File: src/rtl/or1200_qmem_arbiter_if.sv
// ----------------------------------------------------------------------------
// or1200_qmem_arbiter_if
//   Bundles the instruction QMEM port, the data QMEM port and the shared
//   memory port that or1200_qmem_arbiter sits between.
//   slave  : arbiter view (takes CPU requests, drives the shared memory port)
//   master : environment view (CPU wrapper + on-chip RAM/ROM, or a testbench)
//   Signals:
//     icpu_cs/icpu_adr -> icpu_dat_r/icpu_ack          instruction port
//     dcpu_cs/we/sel/adr/dat_w -> dcpu_dat_r/dcpu_ack  data port
//     mem_cs/we/sel/adr/dat_w -> mem_dat_r/mem_ack     shared memory port
// ----------------------------------------------------------------------------
interface or1200_qmem_arbiter_if #(
  parameter int unsigned AW = 24
);
  logic          icpu_cs;
  logic [AW-1:0] icpu_adr;
  logic [31:0]   icpu_dat_r;
  logic          icpu_ack;

  logic          dcpu_cs;
  logic          dcpu_we;
  logic [3:0]    dcpu_sel;
  logic [AW-1:0] dcpu_adr;
  logic [31:0]   dcpu_dat_w;
  logic [31:0]   dcpu_dat_r;
  logic          dcpu_ack;

  logic          mem_cs;
  logic          mem_we;
  logic [3:0]    mem_sel;
  logic [AW-1:0] mem_adr;
  logic [31:0]   mem_dat_w;
  logic [31:0]   mem_dat_r;
  logic          mem_ack;

  modport slave (
    input  icpu_cs, icpu_adr,
    output icpu_dat_r, icpu_ack,
    input  dcpu_cs, dcpu_we, dcpu_sel, dcpu_adr, dcpu_dat_w,
    output dcpu_dat_r, dcpu_ack,
    output mem_cs, mem_we, mem_sel, mem_adr, mem_dat_w,
    input  mem_dat_r, mem_ack
  );

  modport master (
    output icpu_cs, icpu_adr,
    input  icpu_dat_r, icpu_ack,
    output dcpu_cs, dcpu_we, dcpu_sel, dcpu_adr, dcpu_dat_w,
    input  dcpu_dat_r, dcpu_ack,
    input  mem_cs, mem_we, mem_sel, mem_adr, mem_dat_w,
    output mem_dat_r, mem_ack
  );
endinterface

File: src/rtl/or1200_qmem_arbiter.sv
// ----------------------------------------------------------------------------
// or1200_qmem_arbiter
//   Shares one single-ported QMEM-style memory between the OR1200 instruction
//   and data QMEM ports. The grant is parked on the last owner; on contention
//   the two ports alternate one access each. A watchdog forces an ack (with
//   zero read data) when the memory fails to answer within TIMEOUT cycles and
//   raises the sticky err_timeout flag.
//   Ports:
//     clk         system clock, rising edge
//     rst_n       asynchronous active-low reset
//     bus         instruction/data/memory ports (slave modport)
//     err_clr     clears err_timeout (a simultaneous new timeout wins)
//     err_timeout sticky timeout indication
//   Parameters:
//     AW          address width
//     TIMEOUT     cycles without mem_ack before a forced ack; 0 disables; max 255
// ----------------------------------------------------------------------------
module or1200_qmem_arbiter #(
  parameter int unsigned AW      = 24,
  parameter int unsigned TIMEOUT = 64
) (
  input  logic                   clk,
  input  logic                   rst_n,
  or1200_qmem_arbiter_if.slave   bus,
  input  logic                   err_clr,
  output logic                   err_timeout
);

  typedef enum logic {
    GNT_I = 1'b0,
    GNT_D = 1'b1
  } state_t;

  // Watchdog value at which the pending access is given up.
  localparam logic [7:0] WDOG_LAST = (TIMEOUT == 0) ? 8'd0 : 8'(TIMEOUT - 1);
  localparam logic       WDOG_EN   = (TIMEOUT != 0);

  state_t        state;
  state_t        state_nxt;
  logic [7:0]    wdog;

  logic          cs_mux;
  logic          we_mux;
  logic [3:0]    sel_mux;
  logic [AW-1:0] adr_mux;
  logic [31:0]   datw_mux;
  logic          forced;
  logic          granted_ack;

  // Shared port is a pure combinational mux of the granted CPU port, so a
  // parked owner reaches memory in the same cycle it raises cs.
  always_comb begin
    cs_mux   = 1'b0;
    we_mux   = 1'b0;
    sel_mux  = 4'hF;
    adr_mux  = '0;
    datw_mux = '0;
    unique case (state)
      GNT_I: begin
        cs_mux   = bus.icpu_cs;
        we_mux   = 1'b0;
        sel_mux  = 4'hF;
        adr_mux  = bus.icpu_adr;
        datw_mux = '0;
      end
      GNT_D: begin
        cs_mux   = bus.dcpu_cs;
        we_mux   = bus.dcpu_we;
        sel_mux  = bus.dcpu_sel;
        adr_mux  = bus.dcpu_adr;
        datw_mux = bus.dcpu_dat_w;
      end
      default: ;
    endcase
    // Reset must silence the memory immediately, not at the next edge.
    if (!rst_n) cs_mux = 1'b0;
  end

  assign bus.mem_cs    = cs_mux;
  assign bus.mem_we    = we_mux;
  assign bus.mem_sel   = sel_mux;
  assign bus.mem_adr   = adr_mux;
  assign bus.mem_dat_w = datw_mux;

  assign forced      = WDOG_EN && cs_mux && !bus.mem_ack && (wdog == WDOG_LAST);
  assign granted_ack = (bus.mem_ack && cs_mux) || forced;

  // Acks and read data back to the CPU ports; a forced ack returns zero data
  // on the granted port only.
  always_comb begin
    bus.icpu_ack   = 1'b0;
    bus.dcpu_ack   = 1'b0;
    bus.icpu_dat_r = bus.mem_dat_r;
    bus.dcpu_dat_r = bus.mem_dat_r;
    if (state == GNT_I) begin
      bus.icpu_ack = granted_ack;
      if (forced) bus.icpu_dat_r = '0;
    end else begin
      bus.dcpu_ack = granted_ack;
      if (forced) bus.dcpu_dat_r = '0;
    end
  end

  // Hand over only when the current access finishes (ack) or the owner is
  // idle; an owner with a pending access keeps the grant whatever the other
  // port does. Handing over on ack gives strict alternation under contention.
  always_comb begin
    state_nxt = state;
    unique case (state)
      GNT_I: if (bus.dcpu_cs && (granted_ack || !bus.icpu_cs)) state_nxt = GNT_D;
      GNT_D: if (bus.icpu_cs && (granted_ack || !bus.dcpu_cs)) state_nxt = GNT_I;
      default: state_nxt = GNT_I;
    endcase
  end

  always_ff @(posedge clk or negedge rst_n) begin
    if (!rst_n) state <= GNT_I;
    else        state <= state_nxt;
  end

  always_ff @(posedge clk or negedge rst_n) begin
    if (!rst_n)                      wdog <= '0;
    else if (!cs_mux || bus.mem_ack) wdog <= '0;
    else if (forced)                 wdog <= '0;
    else                             wdog <= wdog + 8'd1;
  end

  always_ff @(posedge clk or negedge rst_n) begin
    if (!rst_n)       err_timeout <= 1'b0;
    else if (forced)  err_timeout <= 1'b1;
    else if (err_clr) err_timeout <= 1'b0;
  end

endmodule

File: src/flat_wrapper.sv
// flat-port wrapper written by rule: the top's interface ports become plain ports
module or1200_qmem_arbiter_flat 
#(
  parameter int unsigned AW      = 24,
  parameter int unsigned TIMEOUT = 64
)
  (clk, rst_n, err_clr, err_timeout, bus_icpu_cs, bus_icpu_adr, bus_icpu_dat_r, bus_icpu_ack, bus_dcpu_cs, bus_dcpu_we, bus_dcpu_sel, bus_dcpu_adr, bus_dcpu_dat_w, bus_dcpu_dat_r, bus_dcpu_ack, bus_mem_cs, bus_mem_we, bus_mem_sel, bus_mem_adr, bus_mem_dat_w, bus_mem_dat_r, bus_mem_ack);
  or1200_qmem_arbiter_if #(.AW(AW)) bus_i ();
  input  logic clk;
  input  logic rst_n;
  input  logic err_clr;
  output logic err_timeout;
  input wire logic [$bits(bus_i.icpu_cs)-1:0] bus_icpu_cs;
  input wire logic [$bits(bus_i.icpu_adr)-1:0] bus_icpu_adr;
  output wire logic [$bits(bus_i.icpu_dat_r)-1:0] bus_icpu_dat_r;
  output wire logic [$bits(bus_i.icpu_ack)-1:0] bus_icpu_ack;
  input wire logic [$bits(bus_i.dcpu_cs)-1:0] bus_dcpu_cs;
  input wire logic [$bits(bus_i.dcpu_we)-1:0] bus_dcpu_we;
  input wire logic [$bits(bus_i.dcpu_sel)-1:0] bus_dcpu_sel;
  input wire logic [$bits(bus_i.dcpu_adr)-1:0] bus_dcpu_adr;
  input wire logic [$bits(bus_i.dcpu_dat_w)-1:0] bus_dcpu_dat_w;
  output wire logic [$bits(bus_i.dcpu_dat_r)-1:0] bus_dcpu_dat_r;
  output wire logic [$bits(bus_i.dcpu_ack)-1:0] bus_dcpu_ack;
  output wire logic [$bits(bus_i.mem_cs)-1:0] bus_mem_cs;
  output wire logic [$bits(bus_i.mem_we)-1:0] bus_mem_we;
  output wire logic [$bits(bus_i.mem_sel)-1:0] bus_mem_sel;
  output wire logic [$bits(bus_i.mem_adr)-1:0] bus_mem_adr;
  output wire logic [$bits(bus_i.mem_dat_w)-1:0] bus_mem_dat_w;
  input wire logic [$bits(bus_i.mem_dat_r)-1:0] bus_mem_dat_r;
  input wire logic [$bits(bus_i.mem_ack)-1:0] bus_mem_ack;
  assign bus_i.icpu_cs = bus_icpu_cs;
  assign bus_i.icpu_adr = bus_icpu_adr;
  assign bus_icpu_dat_r = bus_i.icpu_dat_r;
  assign bus_icpu_ack = bus_i.icpu_ack;
  assign bus_i.dcpu_cs = bus_dcpu_cs;
  assign bus_i.dcpu_we = bus_dcpu_we;
  assign bus_i.dcpu_sel = bus_dcpu_sel;
  assign bus_i.dcpu_adr = bus_dcpu_adr;
  assign bus_i.dcpu_dat_w = bus_dcpu_dat_w;
  assign bus_dcpu_dat_r = bus_i.dcpu_dat_r;
  assign bus_dcpu_ack = bus_i.dcpu_ack;
  assign bus_mem_cs = bus_i.mem_cs;
  assign bus_mem_we = bus_i.mem_we;
  assign bus_mem_sel = bus_i.mem_sel;
  assign bus_mem_adr = bus_i.mem_adr;
  assign bus_mem_dat_w = bus_i.mem_dat_w;
  assign bus_i.mem_dat_r = bus_mem_dat_r;
  assign bus_i.mem_ack = bus_mem_ack;
  or1200_qmem_arbiter #(.AW(AW), .TIMEOUT(TIMEOUT)) u_core (.clk(clk), .rst_n(rst_n), .bus(bus_i), .err_clr(err_clr), .err_timeout(err_timeout));
endmodule
File: config.mk
export PLATFORM = sky130hd
export DESIGN_NAME = or1200_qmem_arbiter_flat
export DESIGN_NICKNAME = d
export VERILOG_FILES = /design/src/rtl/or1200_qmem_arbiter_if.sv /design/src/rtl/or1200_qmem_arbiter.sv /design/src/flat_wrapper.sv
export SDC_FILE = /design/constraint.sdc
export NUM_CORES = 1
export LEC_CHECK = 0
export CAP_MARGIN = 5
export CORE_AREA = 2 2 96 98
export CTS_BUF_LIST = sky130_fd_sc_hd__clkbuf_8
export DETAILED_ROUTE_END_ITERATION = 16
export DIE_AREA = 0 0 98 100
export PLACE_DENSITY = 0.65
export SLEW_MARGIN = 30
export SYNTH_ARGS = -nofsm -noshare
export SYNTH_HDL_FRONTEND = slang
export SYNTH_SLANG_ARGS = --single-unit
File: constraint.sdc
create_clock -name clk -period 2.5 [get_ports clk]
set_clock_uncertainty 0.05 [all_clocks]
set_input_delay 0.375 -clock clk [delete_from_list [all_inputs] [get_ports clk]]
set_output_delay 0.375 -clock clk [all_outputs]
set_load 0.01 [all_outputs]
======== After elaboration in Yosys (flattened, before gate mapping) ========
Cells that the tools add are included.
storage, ports and cells
  bits of input ports ..................... 123
  bits in registers ....................... 10
  output and inout bits ................... 129
  logic and storage cells ................. 38
operators by class
  muxes and demuxes ....................... 18
  eq/ne operators ......................... 1
  bitwise gates (word level) .............. 1
  add/subtract/negate cells ............... 1
  reductions and logical operators ........ 14
operators by type and width
  cell                                                             number
  32-bit two-way mux                                               3
  32-bit one-hot mux with 2 select lines                           1
  24-bit one-hot mux with 2 select lines                           1
  8-bit two-way mux                                                2
  8-bit by 1-bit adder with 8-bit output, second input constant    1
  8-bit by 6-bit == test with 1-bit output, second input constant  1
  4-bit one-hot mux with 2 select lines                            1
  1-bit two-way mux                                                7
  1-bit one-hot mux with 2 select lines                            3
  1-bit logical AND                                                5
  1-bit zero test                                                  4
  1-bit logical OR                                                 4
  2-bit nonzero test                                               1
  1-bit NOT                                                        1

======== Longest topological paths before layout ========
  depth in word-level cells ............... 10
  gate-level depth with buffers ........... 6
  mapped depth without buffers ............ 5

======== Worst setup path after synthesis ========
No wires, ideal clock.
  path kind ............................... register to output
  start ................................... register u_core.wdog[0]
  end ..................................... output port bus_icpu_dat_r[10]
  path slack .............................. 0.314 ns
  arrival time ............................ 1.761 ns
  cell stages (with the launch flop) ...... 7
  required time ........................... 2.075 ns
  path buffers ............................ 1
  cells stage by stage .................... dfrtp_1 -> ha_1 -> nor3b_1 -> nand2_1 -> or3_4 -> buf_2 -> and2_1
on the way
  cells in the longest elaborated chain, start to end .. 4
RTL lines
  what                                      RTL line                    text
  start, declared                           or1200_qmem_arbiter.sv:40   logic [7:0] wdog;
  start signal, assigned                    or1200_qmem_arbiter.sv:125  else wdog <= wdog + 8'd1;
  8-bit by 6-bit == test with 1-bit output  or1200_qmem_arbiter.sv:85   assign forced = WDOG_EN && cs_mux && !bus.mem_ack && (wdog == WDOG_LAST);
  1-bit logical AND                         or1200_qmem_arbiter.sv:85
  32-bit two-way mux                        or1200_qmem_arbiter.sv:97   if (forced) bus.icpu_dat_r = '0;
  32-bit two-way mux                        or1200_qmem_arbiter.sv:95   if (state == GNT_I) begin
  end, declared                             flat_wrapper.sv:15          output wire logic [$bits(bus_i.icpu_dat_r)-1:0] bus_icpu_dat_r;
Every way passes these cells.

======== Worst setup path after layout ========
  start ................................... register u_core.state
  end ..................................... output port bus_icpu_dat_r[20]
on the way
  cells in the longest elaborated chain, start to end .. 7
RTL lines
  what                                   RTL line                    text
  start, declared                        or1200_qmem_arbiter.sv:38   state_t state;
  start signal, assigned                 or1200_qmem_arbiter.sv:118  else state <= state_nxt;
  1-bit NOT                              or1200_qmem_arbiter.sv:58   unique case (state)
  1-bit one-hot mux with 2 select lines  or1200_qmem_arbiter.sv:58
  1-bit two-way mux                      or1200_qmem_arbiter.sv:76   if (!rst_n) cs_mux = 1'b0;
  1-bit logical AND (2 in series)        or1200_qmem_arbiter.sv:85
  32-bit two-way mux                     or1200_qmem_arbiter.sv:97
  32-bit two-way mux (*)                 or1200_qmem_arbiter.sv:95
Every way passes the cells marked *; elsewhere a longest branch is shown, timed or not.

==> run_results.csv <==
group,metric,value,unit
run_status,status,"completed",
timing,setup_viol,0,
logic_synthesis,netlist_area,1500,µm²
route,drt_iter0_drc,54,
place,hpwl,7.10,mm
flow_run,maxCapViolCount,0,
global_route,grt_pass1_wl,13.0,mm
logic_synthesis,synth_flop_cell,"dfrtp_1",
floorplan,dieArea,9800,µm²
power_and_ir_drop,internal_power,0.867,mW
global_route,gr-usage-all-layers,0.169,
logic_synthesis,synth_area_leader_cell,"and2_1",
final_layout,fill_cells,864,
power_and_ir_drop,peakVddDrop,0.189,mV
logic_synthesis,synth_top_area_frac,0.275,
timing,rsz0062_at_grt,"true",
floorplan,num_rows,35,
route,drc,0,
timing,slew-limit-headroom,0.778,
critical_path,crit_fanout,6,
power_and_ir_drop,p_per_area,288,nW/µm²
min_path,hold_path.class,"in2async",
timing,final_max_slew_viol_count,0,
timing,max_clock_freq,0.401,GHz
floorplan,chipWidth,98,µm
cts,cts_num_sinks,10,
final_layout,seqCellArea,251,µm²
route,via_per_inst,4.20,
power_and_ir_drop,net-switching-power,0.389,mW
timing,fin_crit,2.50,ns
logic_synthesis,synth_fp_nets,318,
cts,cts_tree,"yes",
power_and_ir_drop,fin_total_pwr,1.26,mW
logic_synthesis,ys_seq_area_frac,0.167,
cts,worstSkewPairLatency,0.24,ns
timing,finalHoldViolCount,0,
critical_path,crit_path_end_kind,"output pin",
logic_synthesis,syn_inst,194,
cts,htreeDepth,1,
power_and_ir_drop,seqPwrFrac,0.135,
timing,hold_slack,0.186,ns
floorplan,start_util,0.169,
timing,tightest_slew,0.333,ns
critical_path,cp.required,2.08,ns
critical_path,rrSetupSlack,0.81,ns
logic_synthesis,ys_seq_elements,10,
power_and_ir_drop,p_comb_frac,0.698,
cts,cts_made_buffers,3,
final_layout,nNetsFinal,593,
place,place_area,4230,µm²
route,finalWirelength,9.21,mm
route,drt.antenna.violating_nets,0,
cts,cts_buffer_depth,2,
critical_path,setup.worst_path.class,"reg2out",
final_layout,antennaDiodeCount,0,
cts,clkSlewWorstSetupHoldPaths,0.05,ns
route,first_pass_iters,4,
global_route,grt_start_max_net_pins,66,
logic_synthesis,yosysWarnings,0,
logic_synthesis,synth_most_common_cell,"and2_1",
final_layout,layout-drive-gt1-share,0.340,
floorplan,die_height,100,µm
route,wl_per_cell,15.9,µm
final_layout,syn_to_final_growth,190,%
global_route,grt-ovfl-total,0,
timing,period_share,0.998,
timing,setup_tns,0,ns
global_route,antenna_found_initial,0,
critical_path,arrival,2.07,ns
logic_synthesis,synth_area_per_cell,7.74,µm²
place,io_buffers,251,
power_and_ir_drop,swShare,0.310,
critical_path,cp-start-kind,"flip-flop",
final_layout,multi_input_area,1300,µm²
logic_synthesis,synthArstFlopShare,1.00,
logic_synthesis,netlist_top_cells_count,"and2_1 (66), nor2b_1 (33), mux2_2 (24)",
power_and_ir_drop,p_leak,1.90,nW
global_route,grt_pass1_vias,2415,
route,vias,2431,
logic_synthesis,netlist_top_cells_area,"and2_1 (28%), mux2_2 (18%), dfrtp_1 (17%), nor2b_1 (14%), buf_2 (2.3%)",
place,gp_congestion,0.807,
final_layout,postLayoutCellArea,4360,µm²
cts,clockRootBuffer,"clkbuf_8",
power_and_ir_drop,clockPowerShare,0.167,
logic_synthesis,synth_edf_count,0,
floorplan,core,8890,µm²
floorplan,ioPinCount,252,
logic_synthesis,yosysUniqueCellTypes,31,
-- worst max-delay path, cell delays in order (launching register included) --
cell and delay, ns:
dfrtp_2 0.41, mux2i_2 0.16, or3b_4 0.43, or3_4 0.44
buf_6 0.15, and2_4 0.13, buf_6 0.11
-- placed cells by master, fill, tap and decap left out, types with 2 or more instances in the layout --
master and n:
a21oi_1 2, and2_1 41, and2_4 25, buf_2 44, buf_4 16, buf_6 33
clkbuf_8 4, clkdlybuf4s50_1 181, dfrtp_1 9, dlygate4sd2_1 5, inv_1 3, mux2_2 24
nand2_1 4, nand2b_1 4, nand3_1 3, nor2_1 5, nor2b_1 33, nor3b_1 3
or3_4 4, xor2_1 3
-- stage by stage --
| stage | utilization | setup WS, ns | instances |
|---|---|---|---|
| after floorplan | - | 0.314 | 194 |
| after global placement | 0.476 | -0.460 | 557 |
| after detailed placement | 0.476 | -0.481 | 557 |
| after CTS | 0.481 | -0.0467 | 578 |
| after global routing | 0.491 | -0.0499 | 579 |
| final | 0.491 | 0.00454 | 579 |
-- cell type report --
cell class                 instances  share of cell area
clock buffer                       4              0.0126
timing repair buffer             282               0.597
inverter                           3             0.00258
tap                              111              0.0318
sequential                        10              0.0577
multi-input combinational        169               0.298
-- logic make-up after synthesis --
family | after synthesis | share of synthesized area
compound gates | 9 | 0.0400
flops | 10 | 0.167
fa+ha+maj | 1 | 0.00833
buf+inv | 18 | 0.0508
simple gates | 127 | 0.524
xor+xnor | 4 | 0.0233
mux | 25 | 0.187
-- repair_timing --
item | in CTS | in global routing
setup endpoints to repair | 90 | 64
gates cloned | 4 | 0
endpoints found under the hold margin | 0 | 0
resized for setup | 303 | 30
hold buffers | 0 | 0
pin swaps | 27 | 8
setup buffers | 13 | 3
-- power by group through the flow --
| stage | sequential (mW) | combinational (mW) | clock, mW |
|---|---|---|---|
| 6_report | 0.169 | 0.877 | 0.210 |
| 5_1_grt | 0.169 | 0.931 | 0.221 |
| 4_1_cts | 0.169 | 0.864 | 0.214 |
| 3_5_place_dp | 0.171 | 0.884 | 0 |
| 3_3_place_gp | 0.171 | 0.880 | 0 |
| 2_1_floorplan | 0.172 | 0.294 | 0 |
-- state kept, by name, summed over array words and instances (netlist names) --
signal and cells:
u_core.err_timeout 1, u_core.wdog 8, u_core.state 1
-- worst paths after layout --
kind | startpoint | end | cells past startpoint
worst min-delay path | rst_n | u_core.wdog[6] | 2
min in group clk | u_core.err_timeout | u_core.err_timeout | 2
max in group asynchronous | rst_n | u_core.state | 2
worst min register to register | u_core.err_timeout | u_core.err_timeout | 2
worst max-delay path | u_core.state | bus_icpu_dat_r[20] | 6
worst max register to register | u_core.wdog[1] | u_core.state | 7
-- layer usage --
metal | global-route usage | part of all wire | up-vias
li1 | - | - | 1184
met1 | 0.186 | 0.38 | 1090
met2 | 0.335 | 0.53 | 150
met3 | 0.0362 | 0.083 | 7
met4 | 0.0321 | 0.0099 | 0
met5 | 0 | 0 | -
No activity file was read; power rests on OpenSTA's default activity.
